<file path="src/rtl/led_pattern_seq.sv">
// LED pattern sequencer: advances a hold/rotate/bounce/count pattern on each
// transition of the upstream blinker level and flags every completed cycle.
module led_pattern_seq #(
    parameter int WIDTH = 8
) (
    input  logic             CLOCK_50,
    input  logic             KEY,
    input  logic             light,
    input  logic [1:0]       SW,
    output logic [WIDTH-1:0] LEDG,
    output logic             wrap
);

    localparam int PW = $clog2(WIDTH);

    typedef enum logic [1:0] {
        MODE_HOLD   = 2'b00,
        MODE_ROT    = 2'b01,
        MODE_BOUNCE = 2'b10,
        MODE_COUNT  = 2'b11
    } mode_t;

    logic             r_light_q;
    mode_t            r_mode_q;
    logic [PW-1:0]    r_pos;
    logic             r_dir;
    logic [WIDTH-1:0] r_ledg;
    logic             r_wrap;

    logic             w_step;
    mode_t            w_sw;
    logic [PW-1:0]    w_pos_nxt;
    logic             w_dir_nxt;
    logic [WIDTH-1:0] w_ledg_nxt;
    logic             w_wrap_nxt;

    assign w_step = (light != r_light_q);
    assign w_sw   = mode_t'(SW);

    // Next-state pattern logic; only a step cycle can change anything
    always_comb begin
        w_pos_nxt  = r_pos;
        w_dir_nxt  = r_dir;
        w_ledg_nxt = r_ledg;
        w_wrap_nxt = 1'b0;
        if (w_step) begin
            if (w_sw != r_mode_q) begin
                case (w_sw)
                    MODE_HOLD: w_ledg_nxt = r_ledg;
                    MODE_ROT:  w_ledg_nxt = WIDTH'(1);
                    MODE_BOUNCE: begin
                        w_ledg_nxt = WIDTH'(1);
                        w_pos_nxt  = PW'(0);
                        w_dir_nxt  = 1'b1;
                    end
                    MODE_COUNT: w_ledg_nxt = WIDTH'(0);
                    default:    w_ledg_nxt = r_ledg;
                endcase
            end else begin
                case (r_mode_q)
                    MODE_HOLD: w_ledg_nxt = r_ledg;
                    MODE_ROT: begin
                        w_ledg_nxt = {r_ledg[WIDTH-2:0], r_ledg[WIDTH-1]};
                        w_wrap_nxt = r_ledg[WIDTH-1];
                    end
                    MODE_BOUNCE: begin
                        if (r_dir) begin
                            if (r_pos >= PW'(WIDTH - 1)) begin
                                w_pos_nxt = PW'(WIDTH - 2);
                                w_dir_nxt = 1'b0;
                            end else begin
                                w_pos_nxt = r_pos + PW'(1);
                            end
                        end else begin
                            // pos 0 going down is unreachable; treat it like pos 1
                            if (r_pos <= PW'(1)) begin
                                w_pos_nxt  = PW'(0);
                                w_dir_nxt  = 1'b1;
                                w_wrap_nxt = 1'b1;
                            end else begin
                                w_pos_nxt = r_pos - PW'(1);
                            end
                        end
                        w_ledg_nxt = WIDTH'(1) << w_pos_nxt;
                    end
                    MODE_COUNT: begin
                        w_ledg_nxt = r_ledg + WIDTH'(1);
                        w_wrap_nxt = &r_ledg;
                    end
                    default: w_ledg_nxt = r_ledg;
                endcase
            end
        end else begin
            w_wrap_nxt = 1'b0;
        end
    end

    // State and output registers
    always_ff @(posedge CLOCK_50 or negedge KEY) begin
        if (!KEY) begin
            r_light_q <= 1'b0;
            r_mode_q  <= MODE_HOLD;
            r_pos     <= PW'(0);
            r_dir     <= 1'b1;
            r_ledg    <= WIDTH'(0);
            r_wrap    <= 1'b0;
        end else begin
            r_light_q <= light;
            if (w_step) begin
                r_mode_q <= w_sw;
            end else begin
                r_mode_q <= r_mode_q;
            end
            r_pos  <= w_pos_nxt;
            r_dir  <= w_dir_nxt;
            r_ledg <= w_ledg_nxt;
            r_wrap <= w_wrap_nxt;
        end
    end

    assign LEDG = r_ledg;
    assign wrap = r_wrap;

endmodule

</file>
<file path="config.mk">
export PLATFORM = sky130hd
export DESIGN_NAME = led_pattern_seq
export DESIGN_NICKNAME = d
export VERILOG_FILES = /design/src/rtl/led_pattern_seq.sv
export SDC_FILE = /design/constraint.sdc
export NUM_CORES = 1
export LEC_CHECK = 0
export ABC_AREA = 0
export CELL_PAD_IN_SITES_DETAIL_PLACEMENT = 0
export CELL_PAD_IN_SITES_GLOBAL_PLACEMENT = 1
export CORE_ASPECT_RATIO = 1.2
export CORE_UTILIZATION = 44
export CTS_CLUSTER_DIAMETER = 30
export CTS_CLUSTER_SIZE = 40
export DETAILED_ROUTE_END_ITERATION = 10
export PLACE_DENSITY_LB_ADDON = 0.08
export SYNTH_ARGS = -nofsm -noshare
export SYNTH_HDL_FRONTEND = slang
export SYNTH_SLANG_ARGS = --single-unit
</file>
<file path="constraint.sdc">
create_clock -name CLOCK_50 -period 3.6 [get_ports CLOCK_50]
set_input_delay 0.72 -clock CLOCK_50 [delete_from_list [all_inputs] [get_ports CLOCK_50]]
set_output_delay 0.72 -clock CLOCK_50 [all_outputs]
set_load 0.02 [all_outputs]
</file>
==> summary.txt <==
Status
  – Run status: complete, no violations

Floorplan
  – Initial core utilization: 46.4%
  – IO Count: 14
  – Core box area: 2530 um2
  – Rows: 20
  – Die height: 58.6 um
  – Die W: 49.1 um
  – Die area: 2880 um2

STA
  – RSZ-0062 raised after global routing: no
  – Final setup TNS: 0 ns
  – Tmin final: 2.21 ns
  – Endpoints failing setup: 0
  – Crit share post-route: 61.4%
  – Fin. Hold Viols: 0
  – Fmax: 453 MHz
  – Max Slew Vio Count: 0
  – Clock Skews: 0.00690 ns
  – Worst Tran Pin Value: 0.781 ns
  – Slew headroom: 47.8%

Detailed routing
  – ANT nets after route: 0
  – 1st-pass router iterations: 4
  – DR vias: 1,106
  – DRT iter0 DRCs: 35
  – DRC: 0
  – Via density: 6.14
  – WL final: 2.85 mm
  – Wirelength per Cell: 15.8 um

Final layout
  – Ant. Diodes: 0
  – Util after Layout: 53.5%
  – Layout overhead on the synthesized area: 15.2%
  – Cell area after layout: 1350 um2
  – Layout cell share with drive strength beyond 1: 8.16%
  – Post-layout nets: 157
  – Fin cells: 180

Worst setup path
  – FF-to-FF Start: r_pos[0]
  – R2r endpoint: LEDG[6]
  – Setup crit end kind: register
  – Worst R2R Setup Slack: 1.39 ns
  – Startpoint Class: register
  – Setup CP Type: reg2reg
  – CP arrival: 2.39 ns
  – Critical path peak fanout: 9
  – Worst Reg-to-Reg Cells: 7
  – WP data required: 3.78 ns

Logic synthesis
  – Post-synthesis cell type count: 49
  – Mapped Cells: 136
  – Main flop type after synthesis: dfrtp_1
  – Area contributors post-synth: dfrtp_1, nand2_1, a21oi_1
  – Most common cell in the netlist: nand2_1
  – EDFF count, synth: 0
  – Post-Syn Area: 1170 um2
  – Synth warnings: 0
  – Ys async rst share: 100%
  – Yosys top cell area share: 32.0%
  – Synth Net Count: 145
  – Avg Inst Size Synth: 8.63 um2
  – Area leader, netlist: dfrtp_1
  – #FFs+latches synth: 16
  – Synth top cells by count: nand2_1, dfrtp_1, a21oi_1, nor2_1, o21ai_0
  – Sequential fraction of the synthesis area: 34.2%

CTS
  – CTS Hold Bufs: 0
  – Clk_lat worst skew: 0.28 ns
  – Number of CTS-inserted buffers: 3
  – Clock Sinks: 16
  – Setup bufs post-CTS: 0
  – # H-tree levels: 1
  – Post-CTS Resized: 0
  – Clock root cell: clkbuf_4
  – CTS tree: built
  – Clk pin slew, worst setup/hold paths: 0.10 ns
  – CTS max path bufs: 2

Power and ir drop
  – Flop pwr share: 43.5%
  – Net Sw Frac: 38.8%
  – Leak Pwr: 0.546 nW
  – Switching power: 0.000219 W
  – Combinational Power Share: 35.6%
  – Worst vdd ir: 274 uV
  – PD cells: 418 nW/um2
  – Pwr Total: 0.000565 W
  – Clk pwr share: 20.9%
  – Cell-internal power: 0.000346 W

Run
  – Max-cap violations: 0

Placed design
  – I/O Buffers: 13
  – Cells after DPL: 176
  – Hpwl dp: 2.09 mm
  – GP Congestion: 0.878
  – Dpl cell area: 1320 um2

GRT
  – First-pass GRT wire length: 4.90 mm
  – Largest net degree at the start of global routing: 17
  – Grt ovf: 0
  – Initial antenna violation count: 0
  – Total track usage: 22.4%
  – Number of global-route vias before repair: 1,035

Hold path
  – Hold depth: 2
  – Hold Startpoint: LEDG[5]
  – Hold path endpoint: LEDG[5]
  – Hold WC Path Type: reg2reg
-- logic make-up after synthesis --
family                     Yosys count  synth area share [%]
xor gates and xnor gates             5                  4.37
DFF                                 16                  34.2
adders and majority gates            4                  4.26
buffers and inverters               12                  4.37
AOI/OAI and AO/OA                   46                  27.5
muxes                                3                  2.67
and+or+nand+nor                     50                  22.6
-- layout by cell type, fill, tap and decap left out, types with 2 or more instances in the layout --
cell and n:
a21oi_1 11, a22o_1 2, a22oi_1 2, a31oi_1 2
a32o_1 3, clkbuf_4 3, clkdlybuf4s50_1 13, dfrtp_1 15
ha_1 4, inv_1 4, inv_2 2, mux2i_1 2
nand2_1 17, nand2b_1 3, nand3_1 4, nand4_1 2
nor2_1 9, nor2b_1 5, o21ai_0 6, o21ai_1 3
o22ai_1 3, o32ai_1 2, xor2_1 3
-- how the worst max path moves through the flow --
stage / start / to / slack, ns
3_5_place_dp: light / r_pos[0] / 1.08
5_1_grt: r_pos[0] / LEDG[6] / 1.24
2_1_floorplan: r_pos[1] / LEDG[4] / 1.81
4_1_cts: light / r_pos[0] / 1.38
3_3_place_gp: light / r_pos[0] / 1.12
6_report: r_pos[0] / LEDG[6] / 1.39
-- registers in the layout, summed over array words and instances (netlist names) --
register / cells
LEDG: 8
r_pos: 3
r_mode_q: 2
r_dir: 1
r_light_q: 1
wrap: 1
-- power groups by stage --
stage	Combinational, W	Sequential [W]	Clock [W]
2_1_floorplan	0.000144	0.000236	0
3_3_place_gp	0.000198	0.000248	0
3_5_place_dp	0.000199	0.000248	0
4_1_cts	0.000200	0.000245	0.000124
5_1_grt	0.000223	0.000251	0.000133
6_report	0.000201	0.000246	0.000118
-- worst max-delay path: stages, from the launching register on --
cell and delay, ns:
dfrtp_1 0.55, inv_1 0.14, ha_1 0.41, a21oi_1 0.15, nor2_1 0.06, a221oi_1 0.41
a21oi_1 0.15, a32o_1 0.26
-- cell type report --
type / count / area [um2]
fill: 248 / 1170
multi-input combinational: 108 / 721
sequential: 16 / 402
timing repair buffer: 13 / 130
tap: 33 / 41.3
clock buffer: 4 / 36.3
inverter: 6 / 22.5
-- stage by stage --
| step | hold slack [ns] | setup slack, ns |
|---|---|---|
| 5_1_grt | 0.649 | 1.24 |
| 3_5_place_dp | 0.581 | 1.08 |
| 4_1_cts | 0.603 | 1.38 |
| 6_report | 0.611 | 1.39 |
| 2_1_floorplan | 0.424 | 1.81 |
| 3_3_place_gp | 0.602 | 1.12 |
-- per-layer routing --
layer / up-vias / share of wire, % / global-route usage [%]
met5: - / 0 / 0
met4: 0 / 1.2 / 6.72
met3: 4 / 4.9 / 2.33
met2: 38 / 50 / 37.2
met1: 531 / 44 / 31.0
li1: 533 / - / -
(Power assumes the default switching activity.)
